## src/rtl/lift_call_queue_pkg.sv

```systemverilog
// lift_call_queue_pkg: floor count, lift state codes and target selection helper.
package lift_call_queue_pkg;

  localparam int unsigned NUM_FLOORS = 3;
  localparam int unsigned FLOOR_W    = 2;

  // Lift FSM state codes seen on katastash: S0..S2 stationary at floor, S3 up, S4 down, S5 doors open
  typedef enum logic [2:0] {
    S0 = 3'd0,
    S1 = 3'd1,
    S2 = 3'd2,
    S3 = 3'd3,
    S4 = 3'd4,
    S5 = 3'd5
  } kata_t;

  typedef enum logic {
    IDLE  = 1'b0,
    SERVE = 1'b1
  } queue_state_t;

  // Nearest requested floor to cur; strict compare in ascending order keeps the lower floor on ties
  function automatic logic [FLOOR_W-1:0] pick_target(input logic [NUM_FLOORS-1:0] req,
                                                      input logic [FLOOR_W-1:0]    cur);
    logic [FLOOR_W-1:0] best;
    logic [FLOOR_W-1:0] best_d;
    logic [FLOOR_W-1:0] d;
    best   = '0;
    best_d = '1;
    for (int unsigned i = 0; i < NUM_FLOORS; i++) begin
      d = (FLOOR_W'(i) > cur) ? (FLOOR_W'(i) - cur) : (cur - FLOOR_W'(i));
      if (req[FLOOR_W'(i)] && (d < best_d)) begin
        best   = FLOOR_W'(i);
        best_d = d;
      end
    end
    return best;
  endfunction

endpackage

```

## src/rtl/lift_call_queue_debouncer.sv

```systemverilog
// call_debouncer: 2-FF synchroniser, debounce filter and press edge detect for one button.
module call_debouncer #(
  parameter int unsigned DEBOUNCE_CYCLES = 4,
  parameter int unsigned CNT_W           = 3
) (
  input  logic clk,
  input  logic reset,
  input  logic btn,
  output logic press
);

  logic             sync1;
  logic             sync2;
  logic             stable;
  logic [CNT_W-1:0] cnt;
  logic [CNT_W-1:0] cnt_next;

  always_comb cnt_next = cnt + CNT_W'(1);

  // Synchronise, then accept the synced level once it has differed from the accepted one for
  // DEBOUNCE_CYCLES consecutive cycles. For a single bit any change while counting returns to
  // the accepted level, so zeroing on agreement is the reload on change.
  always_ff @(posedge clk or negedge reset) begin
    if (!reset) begin
      sync1  <= 1'b0;
      sync2  <= 1'b0;
      stable <= 1'b0;
      cnt    <= '0;
      press  <= 1'b0;
    end else begin
      sync1 <= btn;
      sync2 <= sync1;
      press <= 1'b0;
      if (sync2 == stable) begin
        cnt <= '0;
      end else if (cnt_next >= CNT_W'(DEBOUNCE_CYCLES)) begin
        stable <= sync2;
        press  <= sync2;
        cnt    <= '0;
      end else begin
        cnt <= cnt_next;
      end
    end
  end

endmodule

```

## src/rtl/lift_call_queue.sv

```systemverilog
// lift_call_queue: debounced floor requests, pending latch, nearest-target selector and call FSM.
// Optional serve watchdog enabled by defining CALL_TIMEOUT_EN.
module lift_call_queue
  import lift_call_queue_pkg::*;
#(
  parameter int unsigned DEBOUNCE_CYCLES = 4,
  parameter int unsigned CNT_W           = 3,
  parameter int unsigned TIMEOUT_CYCLES  = 64
) (
  input  logic                  clk,
  input  logic                  reset,
  input  logic [NUM_FLOORS-1:0] btn,
  input  logic [2:0]            katastash,
  input  logic                  doors,
  output logic                  call_0,
  output logic                  call_1,
  output logic                  call_2,
  output logic [NUM_FLOORS-1:0] pending,
  output logic                  busy,
  output logic                  timeout
);

  logic [NUM_FLOORS-1:0] press;
  logic [NUM_FLOORS-1:0] press_ok;
  logic [NUM_FLOORS-1:0] pending_next;
  logic [NUM_FLOORS-1:0] calls;
  logic [NUM_FLOORS-1:0] sel_onehot;
  logic [FLOOR_W-1:0]    cur_floor;
  logic [FLOOR_W-1:0]    target;
  logic [FLOOR_W-1:0]    sel;
  logic                  serve_done;
  logic                  wd_fire;
  queue_state_t          state;

  for (genvar g = 0; g < NUM_FLOORS; g++) begin : g_deb
    call_debouncer #(
      .DEBOUNCE_CYCLES(DEBOUNCE_CYCLES),
      .CNT_W          (CNT_W)
    ) u_deb (
      .clk  (clk),
      .reset(reset),
      .btn  (btn[g]),
      .press(press[g])
    );
  end

  assign {call_2, call_1, call_0} = calls;

  // Press filtering, clear-on-doors and watchdog clear; clears override presses on the same bit
  always_comb begin
    press_ok     = '0;
    serve_done   = (state == SERVE) && doors && (cur_floor == target);
    sel          = pick_target(pending, cur_floor);
    sel_onehot   = NUM_FLOORS'(1) << sel;
    for (int unsigned i = 0; i < NUM_FLOORS; i++) begin
      press_ok[FLOOR_W'(i)] = press[FLOOR_W'(i)]
                              && (katastash != 3'(i))
                              && !(doors && (cur_floor == FLOOR_W'(i)));
    end
    pending_next = pending | press_ok;
    if (doors) begin
      pending_next[cur_floor] = 1'b0;
    end
    if (wd_fire) begin
      pending_next[target] = 1'b0;
    end
  end

  // Floor tracker and pending request register
  always_ff @(posedge clk or negedge reset) begin
    if (!reset) begin
      cur_floor <= '0;
      pending   <= '0;
    end else begin
      if ((katastash == S0) || (katastash == S1) || (katastash == S2)) begin
        cur_floor <= katastash[FLOOR_W-1:0];
      end
      pending <= pending_next;
    end
  end

  // Call FSM: latch a target from pending while idle, hold its call until served
  always_ff @(posedge clk or negedge reset) begin
    if (!reset) begin
      state  <= IDLE;
      target <= '0;
      calls  <= '0;
      busy   <= 1'b0;
    end else begin
      case (state)
        IDLE: begin
          if (pending != '0) begin
            state  <= SERVE;
            target <= sel;
            calls  <= sel_onehot;
            busy   <= 1'b1;
          end
        end
        SERVE: begin
          if (serve_done || wd_fire) begin
            state <= IDLE;
            calls <= '0;
            busy  <= 1'b0;
          end
        end
        default: begin
          state <= IDLE;
          calls <= '0;
          busy  <= 1'b0;
        end
      endcase
    end
  end

`ifdef CALL_TIMEOUT_EN
  localparam int unsigned WD_W = $clog2(TIMEOUT_CYCLES + 1);

  logic [WD_W-1:0] wd_cnt;

  always_comb wd_fire = (state == SERVE) && !serve_done
                        && (wd_cnt == WD_W'(TIMEOUT_CYCLES - 1));

  // Serve watchdog: counts SERVE cycles, zero otherwise; pulses timeout on expiry
  always_ff @(posedge clk or negedge reset) begin
    if (!reset) begin
      wd_cnt  <= '0;
      timeout <= 1'b0;
    end else begin
      timeout <= wd_fire;
      if ((state == SERVE) && !serve_done && !wd_fire) begin
        wd_cnt <= wd_cnt + WD_W'(1);
      end else begin
        wd_cnt <= '0;
      end
    end
  end
`else
  always_comb wd_fire = 1'b0;
  assign timeout = 1'b0;
`endif

endmodule

```

## config.mk

```make
export PLATFORM = sky130hd
export DESIGN_NAME = lift_call_queue
export DESIGN_NICKNAME = d
export VERILOG_FILES = /design/src/rtl/lift_call_queue_pkg.sv /design/src/rtl/lift_call_queue_debouncer.sv /design/src/rtl/lift_call_queue.sv
export SDC_FILE = /design/constraint.sdc
export NUM_CORES = 1
export LEC_CHECK = 0
export CAP_MARGIN = 20
export CELL_PAD_IN_SITES_DETAIL_PLACEMENT = 1
export CELL_PAD_IN_SITES_GLOBAL_PLACEMENT = 1
export CORE_ASPECT_RATIO = 0.9
export CORE_UTILIZATION = 35
export CTS_CLUSTER_DIAMETER = 30
export DETAILED_ROUTE_END_ITERATION = 6
export DONT_BUFFER_PORTS = 1
export PLACE_DENSITY_LB_ADDON = 0.1
export SYNTH_ARGS = -nofsm -noshare
export SYNTH_HDL_FRONTEND = slang
export SYNTH_SLANG_ARGS = --single-unit
```

## constraint.sdc

```tcl
create_clock -name clk -period 1.65 [get_ports clk]
set_input_delay 0.165 -clock clk [delete_from_list [all_inputs] [get_ports clk]]
set_output_delay 0.165 -clock clk [all_outputs]
set_load 0.05 [all_outputs]
```

==> out/results.txt <==
Status - completed
Drc violations - 0
Count of final hold-check violations - 0
Syn Area/Cell - 12.90 um2
CP cell instances - nor2_2, o22ai_1, ha_1, or3b_4, o41ai_4, a22o_1
Hold depth - 2
# diodes - 0
FF-to-FF End - calls[2]$_DFFE_PN0P_
WL final - 2565 um
Most numerous cell in the Yosys netlist - dfrtp_1
CP Data Required Time - 1.87 ns
Maximum clock rate - 613.4 MHz
# clock sinks - 33
R2R setup slack - 0.02 ns
Via count - 849
Synth area leader - dfrtp_1
Clock transition at the registers of the reported paths - 0.07 ns
Peak VDD IR - 0.8556 mV
HP Start - doors
Synth area leaders - dfrtp_1 (63%), ha_1 (3.8%), mux2_2 (3.4%)
Synth cell count leaders - dfrtp_1 (33), nor2_1 (10), nor3b_1 (5), xor2_1 (5)
Sequential fraction of the synthesis area - 0.6274
Number of synthesized flops with an enable pin - 0
CP Launch Type - flip-flop
Placed Instances - 156
Clk_lat worst skew - 0.29 ns
Hold slack final - 0.06684 ns
Area grow syn2layout - 24.14%
Unrepaired setup endpoints after global routing - true
Layout cells sized above 1 - 0.2381
Largest net degree at the start of global routing - 34
CTS tree - yes
Post-Layout Cell Count - 170
Crit Path Category - flip-flop to flip-flop
Post-DP HPWL - 1889 um
Die area - 4010 um2
Die X-Extent - 66.64 um
Min Tclk post-route - 1.630 ns
Gp weighted congestion - 0.7235
CP max stage delay - 0.43 ns
Drt pass-1 iters - 3
Vias in the first global route - 893
Placed cell area - 1458 um2
H-tree levels - 2
Initial antenna violation count - 0
Max clock buf depth - 2
Distinct cells, synth - 29
Synth top area share - 0.6274
Hold Path Sink - pending[2]$_DFF_PN0_
Worst Clk Skew - 0.004920 ns
Layout Nets - 138
Row cnt - 20
Flops & latches, synth - 33
Worst EP arrival - 1.85 ns
Post-route clock period utilization - 0.9881
CP max stage cell - dfrtp_2
Via density - 4.994
Crit end category - flip-flop
First-pass GRT wire length - 4381 um
Total global-route track usage - 0.1599
Worst R2R Path Depth - 6
Gate Count Post-Synth - 102
Final setup viols - 0
Die Ht - 60.18 um
Port Buffers - 0
Detailed router's first-iteration violation count - 48
Design Area, Final - 1634 um2
Hold Path Class - input port to flip-flop
Max-cap viol count - 0
Core area - 3478 um2
WP buf/inv - 0
Ys async rst share - 1.000
LEAKAGE - 0.7613 nW
IO Count - 17
Grt ovf - 0
CP Max Fanout - 5
Root Driver - clkbuf_8
Synth Flop Type - dfrtp_1
Initial Util - 0.3784
Synthesized area - 1316 um2
CP top delay family - simple AND/OR/NAND/NOR gates
Final-report max-slew violation count - 0
WL per Instance - 15.09 um
Total CTS buffers - 5
Antenna Nets Post-Route - 0
Yosys warnings - 0
PwrDens - 1499 nW/um2
RR Startpoint - pending[1]$_DFF_PN0_
[final cells by class]
| class | instances | area [um2] |
|---|---|---|
| clock buffer | 7 | 96.34 |
| clock inverter | 1 | 5.005 |
| fill | 371 | 1844 |
| inverter | 4 | 15.01 |
| multi-input combinational | 66 | 496.7 |
| sequential | 33 | 828.3 |
| tap | 44 | 55.05 |
| timing repair buffer | 15 | 137.6 |
[state kept, by name, summed over array words and instances (netlist names)]
| name | flops |
|---|---|
| pending | 3 |
| target | 2 |
| g_deb.u_deb.stable | 3 |
| calls | 3 |
| g_deb.u_deb.sync2 | 3 |
| state | 1 |
| cur_floor | 2 |
| busy | 1 |
| g_deb.u_deb.press | 3 |
| g_deb.u_deb.cnt | 9 |
| g_deb.u_deb.sync1 | 3 |
[through the flow]
stage	utilization	TNS, ns	total power [mW]	worst slack (ns)
2_1_floorplan	-	-0.2385	1.600	-0.06754
3_3_place_gp	0.4191	0	1.743	0.04032
3_5_place_dp	0.4191	-0.03989	1.766	-0.02491
4_1_cts	0.4691	0	2.486	0.01083
5_1_grt	0.4698	-0.1497	2.579	-0.04675
6_report	0.4698	0	2.449	0.01961
[worst max path at each step]
stage	from	to	slack, ns	cells past startpoint
floorplan	pending[1]$_DFF_PN0_	calls[0]$_DFFE_PN0P_	-0.07	6
global placement	pending[1]$_DFF_PN0_	calls[0]$_DFFE_PN0P_	0.04	6
detailed placement	pending[1]$_DFF_PN0_	calls[0]$_DFFE_PN0P_	-0.02	6
CTS	pending[1]$_DFF_PN0_	calls[2]$_DFFE_PN0P_	0.01	6
global route	pending[1]$_DFF_PN0_	calls[2]$_DFFE_PN0P_	-0.05	6
finish	pending[1]$_DFF_PN0_	calls[2]$_DFFE_PN0P_	0.02	6
[logic make-up (layout without fill, tap and decap cells)]
group	after synthesis	in the layout	share of synthesized area
AOI/OAI and AO/OA	19	19	0.1131
xor gates and xnor gates	8	8	0.05323
adders and majority gates	4	4	0.03802
buffers and inverters	6	27	0.02091
DFF	33	33	0.6274
muxes	4	4	0.03422
other	1	4	0.002849
and+or+nand+nor	27	27	0.1103
[worst reg2reg max path, cell delays in order, from the launching register on]
cell and delay [ns]:
dfrtp_2 0.43, nor2_2 0.09, o22ai_1 0.07, ha_1 0.28
or3b_4 0.39, o41ai_4 0.09, a22o_1 0.22
[where the power goes]
| group | switching (mW) | internal, mW |
|---|---|---|
| registers | 0.239 | 0.944 |
| clock network | 0.291 | 0.377 |
| logic | 0.322 | 0.276 |
| total | 0.853 | 1.60 |
[repair_timing]
| action | in CTS | in global routing |
|---|---|---|
| setup endpoints to repair | 5 | 5 |
| hold buffers | 6 | 0 |
| pin swaps | 3 | 0 |
| setup buffers | 0 | 0 |
| resized for setup | 1 | 1 |
| endpoints found under the hold margin | 37 | 0 |
[routing by layer]
| layer | GRT usage | vias to the layer above | routed length, um |
|---|---|---|---|
| met1 | 0.1884 | 432 | 1097 |
| li1 | - | 395 | - |
| met5 | 0 | - | 0 |
| met2 | 0.2439 | 14 | 1276 |
| met3 | 0.05725 | 8 | 115 |
| met4 | 0.1094 | 0 | 75 |
[cell usage in the layout, fill, tap and decap left out]
master,count
a211o_1,1
a21boi_0,3
a21o_1,2
a21oi_1,3
a22o_1,1
and3_1,3
buf_12,1
buf_4,9
clkbuf_8,7
clkinv_2,1
conb_1,4
dfrtp_1,31
dfrtp_2,2
dlygate4sd3_1,5
ha_1,4
inv_1,3
inv_2,1
mux2_2,3
mux2_4,1
nand2_1,3
nand3b_1,1
nor2_1,8
nor2_2,2
nor3_1,1
nor3b_1,5
o21a_1,2
o22a_1,1
o22ai_1,2
o2bb2ai_1,1
o32ai_1,2
o41ai_4,1
or2_2,1
or3_1,2
or3b_4,1
xnor2_1,3
xor2_1,5
(Power assumes the default switching activity.)
